`config.mk`:
```
export PLATFORM = sky130hd
export DESIGN_NAME = message_writer_flat
export DESIGN_NICKNAME = d
export VERILOG_FILES = /design/src/rtl/message_writer_if.sv /design/src/rtl/message_writer.sv /design/src/flat_wrapper.sv
export SDC_FILE = /design/constraint.sdc
export NUM_CORES = 1
export LEC_CHECK = 0
export BUFFER_PORTS_ARGS = -buffer_cell sky130_fd_sc_hd__buf_2
export CAP_MARGIN = 20
export CORE_MARGIN = 2
export CORE_UTILIZATION = 45
export DETAILED_ROUTE_END_ITERATION = 10
export PLACE_DENSITY_LB_ADDON = 0.05
export SLEW_MARGIN = 40
export SYNTH_ARGS = -nofsm -noshare
export SYNTH_HDL_FRONTEND = slang
export SYNTH_SLANG_ARGS = --single-unit
```
`constraint.sdc`:
```
create_clock -name clk -period 1.8 [get_ports clk]
set_input_delay 0 -clock clk [delete_from_list [all_inputs] [get_ports clk]]
set_output_delay 0 -clock clk [all_outputs]
set_load 0.01 [all_outputs]
```
`src/rtl/message_writer_if.sv`:
```
// Handshake and read-port bundle between the input stage, the message writer and the display reader.
interface message_writer_if #(
  parameter int DATA_W = 4
);
  logic              start;
  logic              char_valid;
  logic [DATA_W-1:0] char_in;
  logic              finish;
  logic [3:0]        rd_addr;
  logic [DATA_W-1:0] rd_data;
  logic [3:0]        wr_addr;
  logic [4:0]        msg_len;
  logic              busy;
  logic              ready;

  modport master (
    output start, char_valid, char_in, finish, rd_addr,
    input  rd_data, wr_addr, msg_len, busy, ready
  );

  modport slave (
    input  start, char_valid, char_in, finish, rd_addr,
    output rd_data, wr_addr, msg_len, busy, ready
  );
endinterface

```
`src/rtl/message_writer.sv`:
```
// Write side of the 16-entry scrolling-message store: loads characters, blank-pads the tail, flags ready.
// Writes land on the sampling edge; rd_data is a combinational read; no backpressure, inputs outside LOAD are ignored.
module message_writer #(
  parameter int                DATA_W = 4,
  parameter logic [DATA_W-1:0] BLANK  = {DATA_W{1'b1}}
) (
  input  logic             clk,
  input  logic             reset,
  message_writer_if.slave  bus
);

  localparam int DEPTH = 16;

  localparam logic [1:0] S_IDLE  = 2'd0;
  localparam logic [1:0] S_LOAD  = 2'd1;
  localparam logic [1:0] S_PAD   = 2'd2;
  localparam logic [1:0] S_READY = 2'd3;

  logic [1:0]        state;
  logic [3:0]        wr_addr;
  logic [4:0]        msg_len;
  logic [DATA_W-1:0] mem [DEPTH];

  always_ff @(posedge clk or posedge reset) begin
    if (reset) begin
      state   <= S_IDLE;
      wr_addr <= '0;
      msg_len <= '0;
      for (int i = 0; i < DEPTH; i++) begin
        mem[i] <= BLANK;
      end
    end else begin
      case (state)
        S_IDLE, S_READY: begin
          if (bus.start) begin
            state   <= S_LOAD;
            wr_addr <= '0;
            msg_len <= '0;
          end
        end
        S_LOAD: begin
          // start outranks char_valid, which outranks finish
          if (bus.start) begin
            wr_addr <= '0;
            msg_len <= '0;
          end else if (bus.char_valid) begin
            mem[wr_addr] <= bus.char_in;
            wr_addr      <= wr_addr + 4'd1;
            msg_len      <= msg_len + 5'd1;
            if (wr_addr == 4'd15) begin
              state <= S_READY;
            end else if (bus.finish) begin
              state <= S_PAD;
            end
          end else if (bus.finish) begin
            state <= S_PAD;
          end
        end
        S_PAD: begin
          mem[wr_addr] <= BLANK;
          wr_addr      <= wr_addr + 4'd1;
          if (wr_addr == 4'd15) begin
            state <= S_READY;
          end
        end
        default: state <= S_IDLE;
      endcase
    end
  end

  // Status bits are straight decodes of the state flop, so they can never overlap.
  assign bus.busy    = (state == S_LOAD) || (state == S_PAD);
  assign bus.ready   = (state == S_READY);
  assign bus.wr_addr = wr_addr;
  assign bus.msg_len = msg_len;
  assign bus.rd_data = mem[bus.rd_addr];

endmodule

```
`src/flat_wrapper.sv`:
```
// flat-port wrapper written by rule: the top's interface ports become plain ports
module message_writer_flat 
#(
  parameter int                DATA_W = 4,
  parameter logic [DATA_W-1:0] BLANK  = {DATA_W{1'b1}}
)
  (clk, reset, bus_start, bus_char_valid, bus_char_in, bus_finish, bus_rd_addr, bus_rd_data, bus_wr_addr, bus_msg_len, bus_busy, bus_ready);
  message_writer_if #(.DATA_W(DATA_W)) bus_i ();
  input  logic clk;
  input  logic reset;
  input wire logic [$bits(bus_i.start)-1:0] bus_start;
  input wire logic [$bits(bus_i.char_valid)-1:0] bus_char_valid;
  input wire logic [$bits(bus_i.char_in)-1:0] bus_char_in;
  input wire logic [$bits(bus_i.finish)-1:0] bus_finish;
  input wire logic [$bits(bus_i.rd_addr)-1:0] bus_rd_addr;
  output wire logic [$bits(bus_i.rd_data)-1:0] bus_rd_data;
  output wire logic [$bits(bus_i.wr_addr)-1:0] bus_wr_addr;
  output wire logic [$bits(bus_i.msg_len)-1:0] bus_msg_len;
  output wire logic [$bits(bus_i.busy)-1:0] bus_busy;
  output wire logic [$bits(bus_i.ready)-1:0] bus_ready;
  assign bus_i.start = bus_start;
  assign bus_i.char_valid = bus_char_valid;
  assign bus_i.char_in = bus_char_in;
  assign bus_i.finish = bus_finish;
  assign bus_i.rd_addr = bus_rd_addr;
  assign bus_rd_data = bus_i.rd_data;
  assign bus_wr_addr = bus_i.wr_addr;
  assign bus_msg_len = bus_i.msg_len;
  assign bus_busy = bus_i.busy;
  assign bus_ready = bus_i.ready;
  message_writer #(.DATA_W(DATA_W), .BLANK(BLANK)) u_core (.clk(clk), .reset(reset), .bus(bus_i));
endmodule
```
* Yosys cells after proc, flatten, opt, wreduce, memory -nomap -nowiden
Cells that the tools add are included.
** Word-level totals
- Word-level logic and storage cells :: 70
- Output and inout bits :: 15
- Bits in registers :: 75
- Bits of input ports :: 13
** Cells by class
- Mux-type cells :: 24
- $lt $le $gt $ge :: 3
- Reduce and logical (&&, ||, !) cells :: 10
- Equal/unequal tests :: 9
- Bitwise logic cells :: 3
- $add $sub $neg :: 2
** Operator list (number)
- 64-bit 2-to-1 mux :: 2
- 64-bit one-hot mux with 2 select lines :: 1
- 64-bit bitwise mux :: 1
- 64-bit bitwise OR :: 1
- 4-bit 2-to-1 mux :: 6
- 4-bit binary-select mux with 4-bit select :: 1
- 4-bit demux with 4-bit select :: 1
- 5-bit 2-to-1 mux :: 3
- 2-bit 2-to-1 mux :: 6
- 4-bit one-hot mux with 3 select lines :: 1
- 5-bit greater-or-equal comparator, second input constant :: 2
- 4-bit NOT with 5-bit output :: 2
- 5-bit one-hot mux with 2 select lines :: 1
- 3-bit AND reduction :: 3
- 2-bit != test, second input constant :: 3
- 2-bit one-hot mux with 3 select lines :: 1
- 5-bit by 1-bit adder with 5-bit output, second input constant :: 1
- 5-bit by 1-bit < comparator with 1-bit output, second input constant :: 1
- 4-bit by 1-bit adder with 4-bit output, second input constant :: 1
- 2-bit == test, second input constant :: 2
- 4-bit == test, second input constant :: 1
- 2-bit nonzero test :: 2
- 3-bit != test, second input constant :: 1
- 2-bit by 1-bit == test with 1-bit output, second input constant :: 1
- 6 further kinds :: 6

* Logic depth before layout (Yosys ltp)
Gate-level depths: netlist (run 1).
- Depth in word-level cells :: 9
- Gate-level depth with buffers :: 9
- Mapped depth without buffers :: 6

* Worst setup path after synthesis (run 1)
OpenSTA, ideal clock, no wires.
- Path type :: register -> register
- Start :: register u_core.state[0]
- End :: register u_core.mem[12] (netlist bit)
- Cell stages (with the launch flop) :: 10
- Path buffers :: 3
- Library setup time :: 0.072 ns
- Arrival :: 1.557 ns
- Data required time :: 1.728 ns
- Period minus slack after synthesis :: 1.629 ns
- Slack :: 0.171 ns
- Cells stage by stage :: dfrtp_1 > inv_1 > ha_1 > clkbuf_2 > nor2b_1 > clkbuf_2 > buf_8 > o211ai_4 > nand2_1 > o21ai_1
** On the way
- Word-level cells in the longest chain between the ends :: 3
- Elaborated cells between the ends (all ways) :: 7
- Classes of those cells :: 4 x eq/ne; 1 x mux; 2 x reduce/logical
** Ends and longest elaborated chain
- from (decl) :: line message_writer.sv:19 : logic [1:0] state;
- from (signal assigned) :: line message_writer.sv:26 : state <= S_IDLE;
- from (signal assigned) :: line message_writer.sv:36 : state <= S_LOAD;
- from (signal assigned) :: line message_writer.sv:51 : state <= S_READY;
- 2-bit by 1-bit == test with 1-bit output / 2-bit == test (equally long branches) :: line message_writer.sv:33 : case (state)
- 2-bit != test (no line) / 2-bit nonzero test (equally long branches)
- 3-bit AND reduction (no line)
- to (signal, indexed assignment) :: line message_writer.sv:47 : mem[wr_addr] <= bus.char_in;
- to (decl) :: line message_writer.sv:22 : logic [DATA_W-1:0] mem [DEPTH];
Several ways; a longest one is shown, not always the timed one.
A chain may end at the register's enable or synchronous reset.

* Worst setup path in the final report (run 1)
- Start :: register u_core.mem[51] (netlist bit)
- End :: output bus_rd_data[3]
** On the way
- Word-level cells in the longest chain between the ends :: 3
** Ends and longest elaborated chain
- 4-bit binary-select mux with 4-bit select :: line message_writer.sv:76 : assign bus.rd_data = mem[bus.rd_addr];
- 4-bit 2-to-1 mux (implied by the code) (2 in a row) :: line message_writer.sv:76
- to (decl) :: line flat_wrapper.sv:16 : output wire logic [$bits(bus_i.rd_data)-1:0] bus_rd_data;
No other way between the ends. The select of a mux whose other input is x is not followed.

==> results of run 1 <==
## synthesized netlist by cell type, types with 8 or more instances
cell type	instances
nand2_1	74
o21ai_1	14
nand3_1	10
o211ai_1	9
inv_1	11
ha_1	8
mux4_2	16
o21ai_0	59
o211ai_4	10
dfrtp_1	11
dfstp_2	64
## timing repair
| action | 4_1_cts | 5_1_grt |
|---|---|---|
| endpoints found under the setup margin | 20 | 39 |
| resized for setup | 1 | 8 |
| gates cloned | 0 | 0 |
| buffers inserted | 3 | 3 |
| pin swaps | 3 | 3 |
| hold buffers | 1 | 0 |
| hold endpoints to repair | 11 | 0 |
## sequential cells by signal, indices dropped and copies added, names as in the netlist
name,cells
u_core.mem,64
u_core.state,2
u_core.bus.msg_len,5
u_core.bus.wr_addr,4
## worst max-delay path, delay by kind of cell, from the launching register on
kind | cells | cell delay, ns
compound gates | 1 | 0.23
mux | 1 | 0.50
flops | 1 | 0.38
buf+inv | 1 | 0.14
simple gates | 1 | 0.09
## per-layer routing
metal  track usage (%)  vias up
met5                 0        -
met4             6.338        0
met3             4.189        9
met2             32.00       38
met1             30.41     1355
li1                  -     1361
## through the flow
stage | setup TNS [ns] | setup WS (ns) | hold slack, ns | instance area [µm²] | instances
final | 0 | 0.1162 | 0.01328 | 4487 | 509
after global routing | -0.0002718 | -0.0002718 | 0.06554 | 4487 | 509
after CTS | 0 | 0.05524 | 0.01391 | 4438 | 506
after detailed placement | -0.3334 | -0.07668 | 0.08885 | 4193 | 486
after global placement | 0 | 0.0009297 | 0.08065 | 4193 | 486
after floorplan | 0 | 0.1711 | 0.1598 | 3850 | 346
## final cells by class
class | count | area (µm²)
Timing Repair Buffer | 58 | 390.4
Multi-Input combinational cell | 244 | 1752
Tap cell | 105 | 131.4
Inverter | 11 | 45.04
Fill cell | 768 | 3771
Sequential cell | 75 | 1957
Clock buffer | 11 | 152.6
Clock inverter | 5 | 58.81
## cell families after synthesis
kind of cell    after synthesis  synth area share (%)
fa+ha+maj                     8                 2.603
simple gates                105                 11.65
flops                        75                 50.88
buf+inv                      27                 4.164
compound gates              113                 20.82
mux                          18                 9.890
## power groups by stage
| stage | clock (mW) | sequential, mW | combinational [mW] |
|---|---|---|---|
| 2_1_floorplan | 0 | 2.13 | 0.869 |
| 3_3_place_gp | 0 | 2.14 | 1.28 |
| 3_5_place_dp | 0 | 2.15 | 1.31 |
| 4_1_cts | 1.41 | 2.13 | 1.31 |
| 5_1_grt | 1.50 | 2.15 | 1.54 |
| 6_report | 1.37 | 2.13 | 1.38 |
## placed cells by master, fill, tap and decap left out, types with 4 or more instances in the layout
master and instances:
clkbuf_8 9, o21ai_0 57, ha_1 7, nand3_1 10, dfrtp_1 11, nor2_1 6, mux4_2 16, o211ai_4 10
buf_4 27, a21oi_1 6, nor2b_1 4, a22oi_1 6, o211ai_1 9, buf_2 27, o21ai_1 16, dfstp_2 64
nand2_1 74, inv_1 9
## worst max path at each step
stage                                 end                   startpoint  depth (start not counted)
3_3_place_gp   u_core.mem[25]$_DFFE_PP1P_  u_core.state[1]$_DFFE_PP0P_                          7
5_1_grt        u_core.mem[40]$_DFFE_PP1P_  u_core.state[1]$_DFFE_PP0P_                          8
3_5_place_dp   u_core.mem[61]$_DFFE_PP1P_  u_core.state[1]$_DFFE_PP0P_                          7
2_1_floorplan  u_core.mem[12]$_DFFE_PP1P_  u_core.state[0]$_DFFE_PP0P_                          9
4_1_cts        u_core.mem[61]$_DFFE_PP1P_  u_core.state[1]$_DFFE_PP0P_                          7
6_report                   bus_rd_data[3]   u_core.mem[51]$_DFFE_PP1P_                          4
==> reports/metrics.csv, run 1 <==
stage,metric,value,unit
route,M1 WL,4.298,mm
route,met2 routed WL,4.017,mm
grt,initial antenna violation count,0,
floorplanning,Die X,96.45,µm
critical_path,worst r2r src,u_core.state[0]$_DFFE_PP0P_,
worst_hold_path,hold path depth,4,
placed_design,port bufs,27,
critical_path,critical path endpoint category,output port,
clocking,CTS Buf Count,9,
logic_synthesis,ranking of synthesized cells by area,"dfstp_2, mux4_2, o21ai_0, nand2_1, dfrtp_1",
route,drt pass-1 iters,4,
cells_and_area,area grow syn2layout,16.66,%
floorplanning,Die Y,96.45,µm
logic_synthesis,"Primary FF master, synth",dfstp_2,
pwr,Net Sw Power,1.602,mW
timing,period utilization,93.54,%
route,final WL,8.675,mm
critical_path,r2r setup slk,0.13,ns
logic_synthesis,Cell variety after synth,37,
grt,Total GRT Usage,20.95,%
floorplanning,Core Rows,33,
critical_path,Worst R2R End,u_core.mem[61]$_DFFE_PP1P_,
grt,vias in the first global route,2764,
grt,pin count of the biggest net entering global routing,53,
floorplanning,initial core utilization,46.58,%
pwr,sequential share of power,43.5,%
pwr,cell-internal power,3.282,mW
run,Max Cap Violations,0,
pwr,Clock Power Share,28.1,%
clocking,number of clock sinks,75,
logic_synthesis,ys async rst share,100.0,%
critical_path,"Slowest-stage cell, CP",mux4_2,
critical_path,WP data required,1.80,ns
critical_path,CP max stage delay,0.50,ns
pwr,maximum VDD drop,518.0,µV
pwr,Power Density,1089,nW/µm²
route,Vias,2763,
pwr,total power,4.885,mW
cells_and_area,final core occ,54.33,%
route,WL met3,248,µm
pwr,cell leakage power,1.704,nW
placed_design,Placer Congestion,0.8212,
cells_and_area,n_diodes,0,
placed_design,HPWL Detailed,6.129,mm
logic_synthesis,Mapped Cells,346,
clocking,Longest Clk Path Bufs,2,
route,WL per Instance,17.04,µm
route,DR top layer,met4,
critical_path,R2R depth,7,
logic_synthesis,Post-Synthesis Cell Area,3846,µm²
timing,"Slew Viols, Final",0,
clocking,TritonCTS clock tree,built,
cells_and_area,Nets,420,
logic_synthesis,"Warnings, synthesis",0,
clocking,Worst-path clk slew,0.09,ns
worst_hold_path,HP Class,in -> reg,
floorplanning,Core Box Area,8258,µm²
pwr,Comb power frac,28.3,%
critical_path,Setup CP Type,reg -> out,
timing,fin crit period,1.684,ns
critical_path,Critical Path Start Type,register,
timing,final hold violation count,0,
grt,first-pass GRT wire length,14.44,mm
logic_synthesis,Yosys reg bits,75,
clocking,H-tree Lvls,3,
timing,Clock Skew,0.01076,ns
pwr,Sw Share,32.80,%
logic_synthesis,Yosys top cell by area,dfstp_2,
outcome,status,"complete, no violations",
grt,gr ovfl total,0,
logic_synthesis,Post-synth EDFFs,0,
timing,Slew @ Worst Pin,0.5576,ns
logic_synthesis,Avg Inst Size Synth,11.12,µm²
logic_synthesis,sequential element share of the synthesized area,50.88,%
route,Post-route DRC,0,
logic_synthesis,Yosys top cell area share,43.72,%
worst_hold_path,Worst Hold End,u_core.bus.msg_len[1]$_DFFE_PP0P_,
critical_path,CP cell instances,"mux4_2, a22oi_1, nand3_1, buf_2",
clocking,Clock Root Buffer,clkbuf_8,
floorplanning,IO Pins,28,
route,remaining antenna violation count,0,
timing,final setup fails,0,
timing,Slew HR,62.75,%
critical_path,CP arrival,1.68,ns
logic_synthesis,Synthesized Nets,367,
route,DR vias/cell,5.428,
timing,Fmax achieved,593.9,MHz
cells_and_area,layout cells sized above 1,42.33,%
clocking,clock latency at the later pin of the worst-skew pair,0.35,ns
floorplanning,full die area,9303,µm²
route,1st-iter DRT viols,98,
worst_hold_path,HP Start,bus_start,
critical_path,CP max FO,2,
Note: power is estimated with default switching activity, not from simulation.
==> run 2, diff against run 1 <==
- SLEW_MARGIN: 40 -> default
- clock period: 1.8 -> 1.42 ns (I/O delays scaled with it)
==> run 2 against run 1 <==
Power increased by 51%; via count is 4.6% higher; setup slack worse by 0.34 ns; cell area grew 12%; sequential power increased by 27%; final cell count increased by 4.9%; first-iteration DRC count up 4.1%; global-route usage grew 0.67 points; non-clock buffer count up 25; the run now ends with negative setup slack left; clock power rose by 45%; sequential share of layout area down 4.6 points.
==> reports/metrics.csv, run 2 (same netlist as run 1, synthesis figures left out) <==
stage,metric,value,unit,change
grt,pin count of the biggest net entering global routing,76,,+43%
critical_path,Worst R2R End,u_core.mem[40]$_DFFE_PP1P_,,
critical_path,critical path endpoint category,register,,
cells_and_area,layout cells sized above 1,53.61,%,+11 points
clocking,number of clock sinks,75,,unchanged
grt,initial antenna violation count,0,,unchanged
cells_and_area,"commonest non-fill, non-tap cell in the layout",nand2_1,,
critical_path,WP buf/inv,3,,+2
cells_and_area,final core occ,60.88,%,+6.5 points
timing,final setup fails,78,,+78
timing,Fin Setup TNS,-12.26,ns,-12.26 ns
worst_hold_path,hold path depth,4,,unchanged
run,Max Cap Violations,0,,unchanged
cells_and_area,area grow syn2layout,30.71,%,
critical_path,CP cell instances,"buf_6, ha_4, nor2b_4, buf_12, buf_12, o211ai_4, nand2_1, o21ai_1",,
floorplanning,full die area,9303,µm²,unchanged
critical_path,CP arrival,1.93,ns,+0.25 ns
pwr,cell leakage power,1.916,nW,+12%
cells_and_area,fill count,711,,-7.4%
route,final WL,9.096,mm,+4.9%
clocking,clock latency at the later pin of the worst-skew pair,0.35,ns,about the same
timing,Slew HR,72.00,%,+9.3 points
cells_and_area,fin cells,534,,+4.9%
route,DR vias/cell,5.414,,-0.27%
clocking,Worst-path clk slew,0.09,ns,about the same
cells_and_area,Top reg by flops,u_core.mem,,
route,1st-iter DRT viols,102,,+4.1%
pwr,total power,7.358,mW,+51%
grt,gr ovfl total,0,,unchanged
pwr,cell-internal power,5.036,mW,+53%
floorplanning,Die Y,96.45,µm,unchanged
worst_hold_path,Worst Hold End,u_core.bus.msg_len[1]$_DFFE_PP0P_,,
placed_design,Placed Area,4479,µm²,+6.8%
cells_and_area,most frequent cells in the layout,"nand2_1, dfstp_2, o21ai_1, buf_4, buf_2",,
worst_hold_path,HP Class,in -> reg,,
clocking,TritonCTS clock tree,built,,
pwr,Sw Share,31.57,%,-1.2 points
route,Post-route DRC,0,,unchanged
clocking,CTS Buf Count,9,,unchanged
route,remaining antenna violation count,0,,unchanged
route,WL per Instance,17.03,µm,about the same
critical_path,r2r setup slk,-0.22,ns,-0.35 ns
pwr,Comb power frac,36.2,%,+7.9 points
cells_and_area,n_diodes,0,,unchanged
timing,RSZ-0062 raised after global routing,true,,
grt,vias in the first global route,2822,,+2.1%
outcome,status,"complete, but fails checks",,
worst_hold_path,HP Start,bus_start,,
critical_path,CP max FO,8,,+6
critical_path,CP max stage delay,0.40,ns,-0.10 ns
floorplanning,IO Pins,28,,unchanged
pwr,Power Density,1464,nW/µm²,+34%
grt,first-pass GRT wire length,15.01,mm,+4.0%
timing,"Slew Viols, Final",0,,unchanged
placed_design,HPWL Detailed,6.190,mm,+1.0%
timing,Hold Slack,0.06213,ns,+0.04885 ns
critical_path,Critical Path Start Type,register,,
placed_design,port bufs,27,,unchanged
critical_path,"Top cell by count, worst path",buf_12,,
timing,Slew @ Worst Pin,0.4200,ns,-0.1377 ns
route,Vias,2891,,+4.6%
clocking,Clock Root Buffer,clkbuf_8,,
pwr,Clock Power Share,26.9,%,-1.2 points
critical_path,WP data required,1.70,ns,-0.10 ns
route,drt pass-1 iters,4,,unchanged
placed_design,post-place setup slack,-0.2488,ns,-0.1721 ns
critical_path,worst r2r src,u_core.state[1]$_DFFE_PP0P_,,
critical_path,Setup CP Type,reg -> reg,,
placed_design,Post-Place Cells,506,,+4.1%
floorplanning,Die X,96.45,µm,unchanged
cells_and_area,Largest regs,"u_core.mem: 64 flops, u_core.bus.msg_len: 5 flops, u_core.bus.wr_addr: 4 flops",,
timing,final hold violation count,0,,unchanged
pwr,maximum VDD drop,763.1,µV,+47%
grt,Total GRT Usage,21.62,%,+0.67 points
cells_and_area,Nets,445,,+6.0%
cells_and_area,"Design Area, Final",5027,µm²,+12%
outcome,failing checks,negative setup slack,,
timing,fin crit period,1.642,ns,
critical_path,Top delay family on crit path,flip-flops,,
timing,Clock Skew,0.009476,ns,-0.001281 ns
clocking,Longest Clk Path Bufs,2,,unchanged
placed_design,Placer Congestion,0.7995,,-2.6%
cells_and_area,max FFs per register,64,,unchanged
timing,Fmax achieved,608.9,MHz,
floorplanning,Core Box Area,8258,µm²,unchanged
floorplanning,initial core utilization,46.58,%,unchanged
floorplanning,Core Rows,33,,unchanged
critical_path,R2R depth,8,,+1
pwr,sequential share of power,36.9,%,-6.6 points
critical_path,"Slowest-stage cell, CP",dfrtp_1,,
clocking,H-tree Lvls,3,,unchanged
pwr,Net Sw Power,2.323,mW,+45%
timing,period utilization,115.7,%,
timing,setup slack after layout,-0.2223,ns,-0.3385 ns
-- run 2: worst max-delay path by stage --
stage	startpoint	to	slack, ns	depth (start not counted)
3_5_place_dp	u_core.state[0]$_DFFE_PP0P_	u_core.mem[21]$_DFFE_PP1P_	-0.25	6
2_1_floorplan	u_core.state[0]$_DFFE_PP0P_	u_core.mem[12]$_DFFE_PP1P_	-0.19	9
5_1_grt	u_core.state[0]$_DFFE_PP0P_	u_core.mem[40]$_DFFE_PP1P_	-0.32	8
6_report	u_core.state[1]$_DFFE_PP0P_	u_core.mem[40]$_DFFE_PP1P_	-0.22	8
4_1_cts	u_core.mem[50]$_DFFE_PP1P_	bus_rd_data[2]	-0.25	4
3_3_place_gp	u_core.state[0]$_DFFE_PP0P_	u_core.mem[23]$_DFFE_PP1P_	-0.23	5
-- run 2: power groups by stage --
| stage | clock network (mW) | registers, mW | logic (mW) |
|---|---|---|---|
| after floorplan | 0 | 2.70 | 1.17 |
| after global placement | 0 | 2.73 | 2.03 |
| after detailed placement | 0 | 2.74 | 2.05 |
| after CTS | 2.02 | 2.71 | 2.53 |
| after global routing | 2.12 | 2.75 | 2.89 |
| final | 1.98 | 2.71 | 2.67 |
-- run 2: area by class of cell --
cell class	count	area [µm²]	share of cell area [%]
repair buffers	83	745.7	14.83
clock inverters	5	81.33	1.618
clock buffers	11	162.7	3.235
inverters	11	51.30	1.020
well taps	105	131.4	2.613
flip-flops and latches	75	1959	38.97
multi-input cells	244	1896	37.71
-- run 2: tightest hold or removal path: stages --
cell and delay (ns):
buf_2 0.17, a21oi_1 0.08, nand2_1 0.07, o21ai_1 0.06
-- run 2: layer usage --
layer | GRT usage (%) | wire length, µm | vias up
met3 | 3.724 | 325 | 7
met1 | 32.16 | 4315 | 1422
li1 | - | - | 1420
met4 | 5.282 | 77 | 0
met2 | 33.16 | 4376 | 42
met5 | 0 | 0 | -
-- run 2: what timing repair did --
action | in CTS | in global routing
resized for setup | 69 | 29
hold endpoints to repair | 11 | 0
endpoints found under the setup margin | 78 | 81
hold buffers | 1 | 0
buffers inserted | 11 | 2
cloned | 1 | 0
pin swaps | 42 | 28
==> run 3, diff against run 2 <==
- PLACE_DENSITY: default -> 0.66
- PLACE_DENSITY_LB_ADDON: 0.05 -> default
==> run 3 against run 2 <==
The run still ends with negative setup slack left; global-route usage up 1.4 points; power increased by 6.8%; core utilization increased by 2.9 points; non-clock buffer count grew 12; register-to-register slack worse by 0.04 ns; critical path type unchanged; largest cell class is now multi-input gates.
==> reports/metrics.csv, run 3 (same netlist as run 1, synthesis figures left out) <==
stage,metric,value,unit,change
outcome,status,"complete, but fails checks",,
outcome,failing checks,negative setup slack,,
timing,period utilization,118.4,%,+2.8 points
critical_path,Critical Path Start Type,register,,
route,remaining antenna violation count,0,,unchanged
pwr,cell leakage power,2.010,nW,+4.9%
clocking,H-tree Lvls,3,,unchanged
grt,initial antenna violation count,0,,unchanged
placed_design,HPWL Detailed,6.121,mm,-1.1%
clocking,Longest Clk Path Bufs,2,,unchanged
clocking,clock latency at the later pin of the worst-skew pair,0.37,ns,+0.02 ns
cells_and_area,"Design Area, Final",5264,µm²,+4.7%
timing,Fmax achieved,594.6,MHz,-2.3%
cells_and_area,layout cells sized above 1,60.45,%,+6.8 points
clocking,CTS Buf Count,9,,unchanged
cells_and_area,n_diodes,0,,unchanged
route,DR vias/cell,5.606,,+3.5%
cells_and_area,Nets,457,,+2.7%
pwr,maximum VDD drop,1404,µV,+84%
placed_design,Post-Place Cells,503,,-0.59%
timing,final setup fails,79,,+1.3%
run,Max Cap Violations,0,,unchanged
cells_and_area,fin cells,545,,+2.1%
timing,Hold Slack,0.07201,ns,+0.009881 ns
cells_and_area,Largest regs,"u_core.mem: 64 flops, u_core.bus.msg_len: 5 flops, u_core.bus.wr_addr: 4 flops",,
cells_and_area,multi-input logic area,2018,µm²,+6.5%
placed_design,Placer Congestion,0.8671,,+8.5%
cells_and_area,area grow syn2layout,36.86,%,
floorplanning,Die Y,96.45,µm,unchanged
route,drt pass-1 iters,4,,unchanged
worst_hold_path,HP Class,in -> reg,,
floorplanning,Die X,96.45,µm,unchanged
clocking,number of clock sinks,75,,unchanged
grt,pin count of the biggest net entering global routing,34,,-55%
route,1st-iter DRT viols,130,,+27%
clocking,TritonCTS clock tree,built,,
grt,Total GRT Usage,23.03,%,+1.4 points
grt,vias in the first global route,3090,,+9.5%
critical_path,CP max stage delay,0.45,ns,+0.05 ns
clocking,Worst-path clk slew,0.08,ns,about the same
placed_design,Placed Area,4382,µm²,-2.2%
timing,final hold violation count,0,,unchanged
timing,"Slew Viols, Final",0,,unchanged
floorplanning,IO Pins,28,,unchanged
critical_path,CP max FO,8,,unchanged
timing,Clock Skew,0.01724,ns,+0.007768 ns
critical_path,"Slowest-stage cell, CP",dfrtp_2,,
critical_path,WP buf/inv,2,,-1
cells_and_area,register area,1961,µm²,about the same
critical_path,CP cell instances,"ha_4, and3b_2, buf_6, o211ai_1, buf_4, nand2_1, o21ai_1",,
critical_path,critical path endpoint category,register,,
critical_path,CP arrival,1.97,ns,+0.04 ns
cells_and_area,most frequent cells in the layout,"dfstp_2, nand2_1, o21ai_1, buf_4, buf_2",,
cells_and_area,final core occ,63.74,%,+2.9 points
timing,Slew @ Worst Pin,0.4670,ns,+0.04704 ns
cells_and_area,"commonest non-fill, non-tap cell in the layout",dfstp_2,,
cells_and_area,fill count,624,,-12%
floorplanning,full die area,9303,µm²,unchanged
grt,first-pass GRT wire length,15.84,mm,+5.5%
timing,fin crit period,1.682,ns,+0.03944 ns
route,Post-route DRC,0,,unchanged
placed_design,post-place setup slack,-0.3816,ns,-0.1328 ns
route,WL per Instance,18.61,µm,+9.3%
timing,Fin Setup TNS,-14.69,ns,-2.422 ns
timing,RSZ-0062 raised after global routing,true,,
route,Vias,3055,,+5.7%
clocking,Clock Root Buffer,clkbuf_8,,
critical_path,Top delay family on crit path,flip-flops,,
floorplanning,initial core utilization,46.58,%,unchanged
cells_and_area,max FFs per register,64,,unchanged
floorplanning,Core Rows,33,,unchanged
critical_path,Setup CP Type,reg -> reg,,
pwr,total power,7.857,mW,+6.8%
pwr,Power Density,1493,nW/µm²,+2.0%
timing,Slew HR,68.75,%,-3.3 points
cells_and_area,Top reg by flops,u_core.mem,,
route,final WL,10.15,mm,+12%
timing,setup slack after layout,-0.2617,ns,-0.03944 ns
critical_path,WP data required,1.71,ns,about the same
floorplanning,Core Box Area,8258,µm²,unchanged
placed_design,port bufs,27,,unchanged
grt,gr ovfl total,0,,unchanged
-- run 3: cell count changes in the layout (fill, tap and decap cells not counted), sizes merged --
| cell | change |
|---|---|
| bufbuf | +1 |
| inv | +1 |
| clkbuf | -2 |
| dlygate4sd3 | +2 |
| bufinv | +1 |
| clkinv | -1 |
| buf | +9 |
-- run 3: repair_timing --
| action | in CTS | in global routing |
|---|---|---|
| resized for setup | 104 | 45 |
| gates cloned | 3 | 0 |
| endpoints found under the setup margin | 77 | 80 |
| pin swaps | 50 | 49 |
| buffers inserted | 17 | 4 |
| hold buffers | 3 | 0 |
| hold endpoints to repair | 26 | 0 |
-- run 3: per-layer routing --
metal | global-route usage, % | share of wire, % | vias up
met4 | 7.042 | 2.9 | 0
met1 | 29.47 | 42 | 1490
met5 | 0 | 0 | -
met3 | 5.741 | 5.0 | 28
li1 | - | - | 1437
met2 | 38.72 | 50 | 100
-- run 3: worst min-delay path: cells and delay by family --
family                 cells  cell delay (ns)
buffers and inverters      2             0.24
AOI/OAI and AO/OA          1             0.12
and+or+nand+nor            1             0.05
-- run 3: power breakdown --
part | internal [mW] | switching, mW
registers | 2.53 | 0.192
logic | 1.56 | 1.55
clock network | 1.16 | 0.859
total | 5.26 | 2.60
-- run 3: cell type report --
| class | count | share of cell area (%) |
|---|---|---|
| clock inverters | 6 | 2.163 |
| repair buffers | 95 | 16.45 |
| well taps | 105 | 2.496 |
| clock buffers | 9 | 2.353 |
| inverters | 11 | 0.9508 |
| flip-flops and latches | 75 | 37.25 |
| multi-input cells | 244 | 38.34 |
-- run 3: worst paths after layout --
path	from	endpoint	slack, ns	cells past startpoint
max in group asynchronous	reset	u_core.mem[11]$_DFFE_PP1P_	0.65	4
max	u_core.state[0]$_DFFE_PP0P_	u_core.mem[28]$_DFFE_PP1P_	-0.26	7
max reg2reg	u_core.state[0]$_DFFE_PP0P_	u_core.mem[28]$_DFFE_PP1P_	-0.26	7
min	bus_char_in[2]	u_core.mem[34]$_DFFE_PP1P_	0.07	4
min reg2reg	u_core.mem[10]$_DFFE_PP1P_	u_core.mem[10]$_DFFE_PP1P_	0.46	2
min in group asynchronous	reset	u_core.bus.wr_addr[3]$_DFFE_PP0P_	0.18	3
